`src/rtl/mem_arbiter_if.sv`:
```
// ============================================================================
// Module      : mem_arbiter_if
// Description : Two-port request bus plus split low/high byte bank interface.
// Revision    : 1.0 - initial release
// ============================================================================
`default_nettype none

interface mem_arbiter_if;
  logic        cpu_req,   dbg_req;
  logic        cpu_we,    dbg_we;
  logic        cpu_byte,  dbg_byte;
  logic [15:0] cpu_addr,  dbg_addr;
  logic [15:0] cpu_wdata, dbg_wdata;
  logic        cpu_gnt,   dbg_gnt;
  logic        cpu_done,  dbg_done;
  logic [15:0] rdata;
  logic        busy;
  logic [15:0] mem_lb_addr,  mem_ub_addr;
  logic [7:0]  mem_lb_wdata, mem_ub_wdata;
  logic        mem_lb_we,    mem_ub_we;
  logic [7:0]  mem_lb_rdata, mem_ub_rdata;

  modport slave (
    input  cpu_req, dbg_req, cpu_we, dbg_we, cpu_byte, dbg_byte,
    input  cpu_addr, dbg_addr, cpu_wdata, dbg_wdata,
    input  mem_lb_rdata, mem_ub_rdata,
    output cpu_gnt, dbg_gnt, cpu_done, dbg_done, rdata, busy,
    output mem_lb_addr, mem_ub_addr, mem_lb_wdata, mem_ub_wdata,
    output mem_lb_we, mem_ub_we
  );

  modport master (
    output cpu_req, dbg_req, cpu_we, dbg_we, cpu_byte, dbg_byte,
    output cpu_addr, dbg_addr, cpu_wdata, dbg_wdata,
    output mem_lb_rdata, mem_ub_rdata,
    input  cpu_gnt, dbg_gnt, cpu_done, dbg_done, rdata, busy,
    input  mem_lb_addr, mem_ub_addr, mem_lb_wdata, mem_ub_wdata,
    input  mem_lb_we, mem_ub_we
  );
endinterface

`default_nettype wire

```
`src/rtl/mem_arbiter.sv`:
```
// ============================================================================
// Module      : mem_arbiter
// Description : CPU/debug arbiter onto split byte-bank memory, CPU priority
//               with a starvation guard for the debug port.
// Revision    : 1.0 - initial release
// ============================================================================
`default_nettype none

module mem_arbiter #(
  parameter int STARVE_LIMIT = 4
) (
  input wire           clk,
  input wire           rst_n,
  mem_arbiter_if.slave bus
);

  localparam logic [2:0] C_STARVE_LIMIT = 3'(STARVE_LIMIT);

  typedef enum logic [1:0] {
    S_IDLE    = 2'd0,
    S_ACCESS  = 2'd1,
    S_CAPTURE = 2'd2,
    S_DONE    = 2'd3
  } state_t;

  state_t      state_q,   state_d;
  logic        owner_q,   owner_d;
  logic        we_q,      we_d;
  logic        byte_q,    byte_d;
  logic [15:0] lb_addr_q, lb_addr_d;
  logic [15:0] ub_addr_q, ub_addr_d;
  logic [15:0] wdata_q,   wdata_d;
  logic [15:0] rdata_q,   rdata_d;
  logic [2:0]  starve_q,  starve_d;
  logic        w_dbg_wins;
  logic [15:0] w_sel_addr;

  always_ff @(posedge clk or negedge rst_n) begin
    if (!rst_n) begin
      state_q   <= S_IDLE;
      owner_q   <= 1'b0;
      we_q      <= 1'b0;
      byte_q    <= 1'b0;
      lb_addr_q <= '0;
      ub_addr_q <= '0;
      wdata_q   <= '0;
      rdata_q   <= '0;
      starve_q  <= '0;
    end else begin
      state_q   <= state_d;
      owner_q   <= owner_d;
      we_q      <= we_d;
      byte_q    <= byte_d;
      lb_addr_q <= lb_addr_d;
      ub_addr_q <= ub_addr_d;
      wdata_q   <= wdata_d;
      rdata_q   <= rdata_d;
      starve_q  <= starve_d;
    end
  end

  always_comb begin
    state_d    = state_q;
    owner_d    = owner_q;
    we_d       = we_q;
    byte_d     = byte_q;
    lb_addr_d  = lb_addr_q;
    ub_addr_d  = ub_addr_q;
    wdata_d    = wdata_q;
    rdata_d    = rdata_q;
    starve_d   = starve_q;
    // Debug wins when alone, or when the CPU has used up its streak.
    w_dbg_wins = bus.dbg_req && (!bus.cpu_req || (starve_q == C_STARVE_LIMIT));
    w_sel_addr = w_dbg_wins ? bus.dbg_addr : bus.cpu_addr;

    case (state_q)
      S_IDLE: begin
        if (bus.cpu_req || bus.dbg_req) begin
          owner_d   = w_dbg_wins;
          we_d      = w_dbg_wins ? bus.dbg_we    : bus.cpu_we;
          byte_d    = w_dbg_wins ? bus.dbg_byte  : bus.cpu_byte;
          wdata_d   = w_dbg_wins ? bus.dbg_wdata : bus.cpu_wdata;
          lb_addr_d = w_sel_addr;
          ub_addr_d = w_sel_addr + 16'd1;
          if (w_dbg_wins || !bus.dbg_req) begin
            starve_d = '0;
          end else if (starve_q != 3'd7) begin
            starve_d = starve_q + 3'd1;
          end
          state_d = S_ACCESS;
        end
      end
      S_ACCESS: begin
        state_d = we_q ? S_DONE : S_CAPTURE;
      end
      S_CAPTURE: begin
        rdata_d = byte_q ? {8'h00, bus.mem_lb_rdata}
                         : {bus.mem_ub_rdata, bus.mem_lb_rdata};
        state_d = S_DONE;
      end
      S_DONE: begin
        state_d = S_IDLE;
      end
      default: begin
        state_d = S_IDLE;
      end
    endcase
  end

  // All outputs decode from flops so the async reset clears them at once.
  assign bus.busy         = (state_q != S_IDLE);
  assign bus.cpu_gnt      = (state_q == S_ACCESS) && !owner_q;
  assign bus.dbg_gnt      = (state_q == S_ACCESS) &&  owner_q;
  assign bus.cpu_done     = (state_q == S_DONE)   && !owner_q;
  assign bus.dbg_done     = (state_q == S_DONE)   &&  owner_q;
  assign bus.mem_lb_we    = (state_q == S_ACCESS) && we_q;
  assign bus.mem_ub_we    = (state_q == S_ACCESS) && we_q && !byte_q;
  assign bus.mem_lb_addr  = lb_addr_q;
  assign bus.mem_ub_addr  = ub_addr_q;
  assign bus.mem_lb_wdata = wdata_q[7:0];
  assign bus.mem_ub_wdata = wdata_q[15:8];
  assign bus.rdata        = rdata_q;

endmodule

`default_nettype wire
```
`src/flat_wrapper.sv`:
```
// flat-port wrapper written by rule: the top's interface ports become plain ports
module mem_arbiter_flat 
#(
  parameter int STARVE_LIMIT = 4
)
  (clk, rst_n, bus_cpu_req, bus_dbg_req, bus_cpu_we, bus_dbg_we, bus_cpu_byte, bus_dbg_byte, bus_cpu_addr, bus_dbg_addr, bus_cpu_wdata, bus_dbg_wdata, bus_mem_lb_rdata, bus_mem_ub_rdata, bus_cpu_gnt, bus_dbg_gnt, bus_cpu_done, bus_dbg_done, bus_rdata, bus_busy, bus_mem_lb_addr, bus_mem_ub_addr, bus_mem_lb_wdata, bus_mem_ub_wdata, bus_mem_lb_we, bus_mem_ub_we);
  mem_arbiter_if bus_i ();
  input wire clk;
  input wire rst_n;
  input wire logic [$bits(bus_i.cpu_req)-1:0] bus_cpu_req;
  input wire logic [$bits(bus_i.dbg_req)-1:0] bus_dbg_req;
  input wire logic [$bits(bus_i.cpu_we)-1:0] bus_cpu_we;
  input wire logic [$bits(bus_i.dbg_we)-1:0] bus_dbg_we;
  input wire logic [$bits(bus_i.cpu_byte)-1:0] bus_cpu_byte;
  input wire logic [$bits(bus_i.dbg_byte)-1:0] bus_dbg_byte;
  input wire logic [$bits(bus_i.cpu_addr)-1:0] bus_cpu_addr;
  input wire logic [$bits(bus_i.dbg_addr)-1:0] bus_dbg_addr;
  input wire logic [$bits(bus_i.cpu_wdata)-1:0] bus_cpu_wdata;
  input wire logic [$bits(bus_i.dbg_wdata)-1:0] bus_dbg_wdata;
  input wire logic [$bits(bus_i.mem_lb_rdata)-1:0] bus_mem_lb_rdata;
  input wire logic [$bits(bus_i.mem_ub_rdata)-1:0] bus_mem_ub_rdata;
  output wire logic [$bits(bus_i.cpu_gnt)-1:0] bus_cpu_gnt;
  output wire logic [$bits(bus_i.dbg_gnt)-1:0] bus_dbg_gnt;
  output wire logic [$bits(bus_i.cpu_done)-1:0] bus_cpu_done;
  output wire logic [$bits(bus_i.dbg_done)-1:0] bus_dbg_done;
  output wire logic [$bits(bus_i.rdata)-1:0] bus_rdata;
  output wire logic [$bits(bus_i.busy)-1:0] bus_busy;
  output wire logic [$bits(bus_i.mem_lb_addr)-1:0] bus_mem_lb_addr;
  output wire logic [$bits(bus_i.mem_ub_addr)-1:0] bus_mem_ub_addr;
  output wire logic [$bits(bus_i.mem_lb_wdata)-1:0] bus_mem_lb_wdata;
  output wire logic [$bits(bus_i.mem_ub_wdata)-1:0] bus_mem_ub_wdata;
  output wire logic [$bits(bus_i.mem_lb_we)-1:0] bus_mem_lb_we;
  output wire logic [$bits(bus_i.mem_ub_we)-1:0] bus_mem_ub_we;
  assign bus_i.cpu_req = bus_cpu_req;
  assign bus_i.dbg_req = bus_dbg_req;
  assign bus_i.cpu_we = bus_cpu_we;
  assign bus_i.dbg_we = bus_dbg_we;
  assign bus_i.cpu_byte = bus_cpu_byte;
  assign bus_i.dbg_byte = bus_dbg_byte;
  assign bus_i.cpu_addr = bus_cpu_addr;
  assign bus_i.dbg_addr = bus_dbg_addr;
  assign bus_i.cpu_wdata = bus_cpu_wdata;
  assign bus_i.dbg_wdata = bus_dbg_wdata;
  assign bus_i.mem_lb_rdata = bus_mem_lb_rdata;
  assign bus_i.mem_ub_rdata = bus_mem_ub_rdata;
  assign bus_cpu_gnt = bus_i.cpu_gnt;
  assign bus_dbg_gnt = bus_i.dbg_gnt;
  assign bus_cpu_done = bus_i.cpu_done;
  assign bus_dbg_done = bus_i.dbg_done;
  assign bus_rdata = bus_i.rdata;
  assign bus_busy = bus_i.busy;
  assign bus_mem_lb_addr = bus_i.mem_lb_addr;
  assign bus_mem_ub_addr = bus_i.mem_ub_addr;
  assign bus_mem_lb_wdata = bus_i.mem_lb_wdata;
  assign bus_mem_ub_wdata = bus_i.mem_ub_wdata;
  assign bus_mem_lb_we = bus_i.mem_lb_we;
  assign bus_mem_ub_we = bus_i.mem_ub_we;
  mem_arbiter #(.STARVE_LIMIT(STARVE_LIMIT)) u_core (.clk(clk), .rst_n(rst_n), .bus(bus_i));
endmodule
```
`config.mk`:
```
export PLATFORM = sky130hd
export DESIGN_NAME = mem_arbiter_flat
export DESIGN_NICKNAME = d
export VERILOG_FILES = /design/src/rtl/mem_arbiter_if.sv /design/src/rtl/mem_arbiter.sv /design/src/flat_wrapper.sv
export SDC_FILE = /design/constraint.sdc
export NUM_CORES = 1
export LEC_CHECK = 0
export CORE_ASPECT_RATIO = 1.75
export CORE_MARGIN = 2
export CORE_UTILIZATION = 35
export CTS_CLUSTER_DIAMETER = 100
export DETAILED_ROUTE_END_ITERATION = 6
export PLACE_DENSITY = 0.69
export SYNTH_ARGS = -nofsm -noshare
export SYNTH_HDL_FRONTEND = slang
export SYNTH_SLANG_ARGS = --single-unit
```
`constraint.sdc`:
```
create_clock -name clk -period 3.9 [get_ports clk]
set_input_delay 0.585 -clock clk [delete_from_list [all_inputs] [get_ports clk]]
set_output_delay 0.585 -clock clk [all_outputs]
set_load 0.05 [all_outputs]
```
==> tab_implementation.tex <==
\begin{tabular}{lr}
\hline
Metric & Value \\
\hline
\multicolumn{2}{l}{\textbf{Pwr}} \\
Internal power & 2.63 mW \\
Peak supply drop & 0.442 mV \\
Clk pwr share & between 10\% and 20\% \\
Part of the total power dissipated in combinational logic & 56.1\% \\
Power density of the placed cells & approximately 880 nW/um\^{}2 \\
Psw & between 2 and 2.5 mW \\
Sequential share of power & approximately a quarter \\
Leakage component of the power & $\sim$2.5 nW \\
Overall Power & 5.00 mW \\
Net switching share of the total power & around 47\% \\
\multicolumn{2}{l}{\textbf{GRT}} \\
Wire length of the first global-routing pass & about 16 mm \\
Largest net degree at the start of global routing & between 70 and 80 \\
Number of antenna violations at the first check in global routing & 0 \\
Aggregate global routing overflow & 0 \\
Overall Global Routing Usage & between 10\% and 20\% \\
Vias in the first global route & 3,278 \\
\multicolumn{2}{l}{\textbf{STA}} \\
Min Clock Period, post-route & roughly 2.8 ns \\
Post-route clock period utilization & a little under three quarters \\
Count of final max-slew check failures & 0 \\
Peak clock frequency supported by timing & approximately 0.36 GHz \\
Worst slew margin & between 30\% and 40\% \\
Hold Vio Cnt, Final & 0 \\
Setup skew after layout & 0.00897 ns \\
Summed negative setup slack over all endpoints & 0 ns \\
Pin slew with the least headroom to its limit & around 0.92 ns \\
Final number of setup-violating endpoints & 0 \\
Setup repair after global routing missed its margin & no \\
\multicolumn{2}{l}{\textbf{Critical path}} \\
CP Launch Point & u\_core.state\_q[1]\$\_DFFE\_PN0P\_ \\
Critical path's largest stage delay & between 0.8 and 0.9 ns \\
Max Fanout on Critical Path & 4 \\
Number of cells on the worst reg-to-reg path & 7 \\
Worst-path cell chain & inv\_1 > ha\_1 > and2\_1 > nor2b\_1 > clkdlybuf4s50\_1 \\
Worst setup path class & flip-flop to output pin \\
Cell type of the slowest stage on the worst timing path & sky130\_fd\_sc\_hd\_\_clkdlybuf4s50\_1 \\
Arrival time of the worst setup path & roughly 2.2 ns \\
Endpoint of the worst register-to-register path & u\_core.bus.mem\_ub\_addr[10]\$\_DFFE\_PN0P\_ \\
Required @ worst endpoint & 3.31 ns \\
Endpoint class of the critical path & output pin \\
Setup slack of the most critical reg-to-reg path & 1.52 ns \\
CP endpoint & bus\_mem\_ub\_we \\
Type of element launching the critical path & flip-flop \\
Worst R2R Start & u\_core.starve\_q[0]\$\_DFFE\_PN0P\_ \\
\multicolumn{2}{l}{\textbf{Yosys}} \\
Seq/Total Area, Yosys & a little under 50\% \\
Average cell area after synthesis & between 9 and 10 um\^{}2 \\
Synthesis warning total & 0 \\
Synthesized instance count & about 370 \\
Post-Syn Nets & around 470 \\
Number of enable flip-flop cells after synthesis & 0 \\
Number of register bits inferred by synthesis & 72 \\
Post-synthesis async set-or-reset flop share & 100\% \\
Distinct cell type count after synthesis & between 40 and 50 \\
Most frequently used flop master after synthesis & sky130\_fd\_sc\_hd\_\_dfrtp\_1 \\
Post-synthesis instance area & $\sim$3700 um\^{}2 \\
\multicolumn{2}{l}{\textbf{Route}} \\
Drc violations & 0 \\
DRT iter0 DRCs & 118 \\
Post-route antenna net violation count & 0 \\
Number of vias in the routed layout & about 3,200 \\
Final WL & 10.0 mm \\
Number of detailed-route iterations in the first pass & 4 \\
Vias per cell & about 5 \\
Routed wire per std cell & around 15 um \\
\multicolumn{2}{l}{\textbf{Floorplan}} \\
Placeable Area & $\sim$10,000 um\^{}2 \\
Starting utilization of the core area & 36.1\% \\
Site Rows & 49 \\
Die Footprint & about 11,000 um\^{}2 \\
DIE HEIGHT & between 100 and 150 um \\
Overall die width & 81.9 um \\
Io pins & around 160 \\
\multicolumn{2}{l}{\textbf{Cells and area}} \\
Leading cell type in the layout, fill and taps excluded & sky130\_fd\_sc\_hd\_\_clkdlybuf4s50\_1 \\
Ant diodes & 0 \\
Area delta synth->final & 53.8\% \\
Layout Nets & slightly above 600 \\
Layout cells sized above 1 & 7.20\% \\
Most used cells in the layout excluding fill and tap cells & sky130\_fd\_sc\_hd\_\_clkdlybuf4s50\_1 (157), sky130\_fd\_sc\_hd\_\_dfrtp\_1 (72), sky130\_fd\_sc\_hd\_\_nand2\_1 (62) \\
\multicolumn{2}{l}{\textbf{Clock network}} \\
Inserted Clock Buffers & 9 \\
Root buffer cell & sky130\_fd\_sc\_hd\_\_clkbuf\_16 \\
Skew-Pair Late Insertion Delay & between 0.3 and 0.4 ns \\
CTS tree & yes \\
Number of buffers inserted by post-CTS setup repair & 0 \\
Register clock-pin slew on the reported worst setup and hold paths & approximately 0.060 ns \\
TritonCTS sink count & a little over 70 \\
Hold buffer count at cts & 0 \\
H-tree Lvls & 3 \\
CTS Buffer Depth & 2 \\
Resized cells post-CTS & 0 \\
\multicolumn{2}{l}{\textbf{Hold path}} \\
Worst hold-check path type & input pin to asynchronous set/reset pin \\
\multicolumn{2}{l}{\textbf{Place}} \\
Detailed Place HPWL & a little under 8 mm \\
Final weighted congestion in routability-driven placement & between 0.8 and 0.9 \\
Number of input and output port buffers inserted & roughly 160 \\
\multicolumn{2}{l}{\textbf{Outcome}} \\
Outcome & finished, final reports clean \\
\multicolumn{2}{l}{\textbf{Flow run}} \\
Max-capacitance violation count & 0 \\
\hline
\end{tabular}
power by group through the flow:
stage	Clock [mW]	Combinational (mW)	Sequential (mW)
after floorplan	0	0.735	2.41
after global placement	0	2.80	1.31
after detailed placement	0	2.83	1.33
after CTS	0.913	2.84	1.32
after global routing	0.943	2.98	1.36
final	0.883	2.81	1.31
worst max-delay path: cells and delay by family (launching register included):
kind / cells / cell delay [ns]
adder cells (fa/ha/maj): 1 / 0.17
buffers and inverters: 2 / 0.92
flip-flops: 1 / 0.41
AND/OR/NAND/NOR: 2 / 0.35
metrics by stage:
stage	area, um^2	util, %	cells	hold slack [ns]	setup WS (ns)
after floorplan	3710	-	372	0.289	1.45
after global placement	5390	52.3	639	0.461	1.04
after detailed placement	5390	52.3	639	0.466	0.924
after CTS	5710	55.5	655	0.418	1.10
after global routing	5710	55.5	655	0.476	1.04
final	5710	55.5	655	0.372	1.12
final cells by class:
| cell class | instances | area (um^2) |
|---|---|---|
| multi-input combinational | 266 | 1770 |
| tap | 127 | 159 |
| sequential | 72 | 1800 |
| clock buffer | 10 | 229 |
| fill | 946 | 4590 |
| clock inverter | 6 | 92.6 |
| inverter | 14 | 52.6 |
| timing repair buffer | 160 | 1610 |
registers in the layout (all words and copies together) (netlist names), 2 cells and up:
name and count:
u_core.bus.mem_ub_addr 16, u_core.bus.rdata 16, u_core.state_q 2, u_core.bus.mem_lb_addr 16, u_core.wdata_q 16, u_core.starve_q 3
worst min-delay path by stage:
stage                                               start                                     end  slack (ns)  depth (start not counted)
global placement           u_core.wdata_q[13]$_DFFE_PN0P_          u_core.wdata_q[13]$_DFFE_PN0P_        0.46                          2
finish                                              rst_n  u_core.bus.mem_ub_addr[11]$_DFFE_PN0P_        0.37                          1
detailed placement  u_core.bus.mem_ub_addr[3]$_DFFE_PN0P_   u_core.bus.mem_ub_addr[3]$_DFFE_PN0P_        0.47                          1
global route                                        rst_n  u_core.bus.mem_ub_addr[11]$_DFFE_PN0P_        0.48                          1
CTS                                                 rst_n  u_core.bus.mem_ub_addr[11]$_DFFE_PN0P_        0.42                          1
floorplan                                           rst_n   u_core.bus.mem_lb_addr[0]$_DFFE_PN0P_        0.29                          0
Yosys cell counts (4+ instances only):
cell	n	area, um^2
sky130_fd_sc_hd__buf_2	5	25.0
sky130_fd_sc_hd__clkbuf_1	11	41.3
sky130_fd_sc_hd__dfrtp_1	72	1800
sky130_fd_sc_hd__ha_1	7	87.6
sky130_fd_sc_hd__inv_1	14	52.6
sky130_fd_sc_hd__mux2_2	10	113
sky130_fd_sc_hd__mux2i_1	32	320
sky130_fd_sc_hd__nand2_1	62	233
sky130_fd_sc_hd__nand3_1	10	50.1
sky130_fd_sc_hd__nand3b_1	8	60.1
sky130_fd_sc_hd__nand4_1	6	37.5
sky130_fd_sc_hd__nor2_1	12	45.0
sky130_fd_sc_hd__nor3_1	4	20.0
sky130_fd_sc_hd__o21a_1	4	30.0
sky130_fd_sc_hd__o21ai_0	57	285
sky130_fd_sc_hd__xnor2_1	11	96.3
sky130_fd_sc_hd__xor2_1	4	35.0
cells by family (layout without fill, tap and decap cells):
group | count (synthesis) | count (layout) | share of synthesized area, %
AND/OR/NAND/NOR | 117 | 117 | 15.6
multiplexers | 42 | 42 | 11.7
adder cells (fa/ha/maj) | 7 | 7 | 2.36
XOR/XNOR | 15 | 15 | 3.54
AO/OA/AOI/OAI | 85 | 85 | 14.2
buffers and inverters | 34 | 190 | 4.11
flip-flops | 72 | 72 | 48.5
metal layers:
| layer | wire length, um | vias up | part of all wire (%) | track usage, % |
|---|---|---|---|---|
| met4 | 281 | 0 | 2.8 | 9.04 |
| met3 | 574 | 21 | 5.7 | 2.96 |
| li1 | - | 1595 | - | - |
| met5 | 0 | - | 0 | 0 |
| met2 | 5610 | 113 | 56 | 32.9 |
| met1 | 3550 | 1483 | 35 | 18.2 |
No activity file was read; power rests on OpenSTA's default activity.
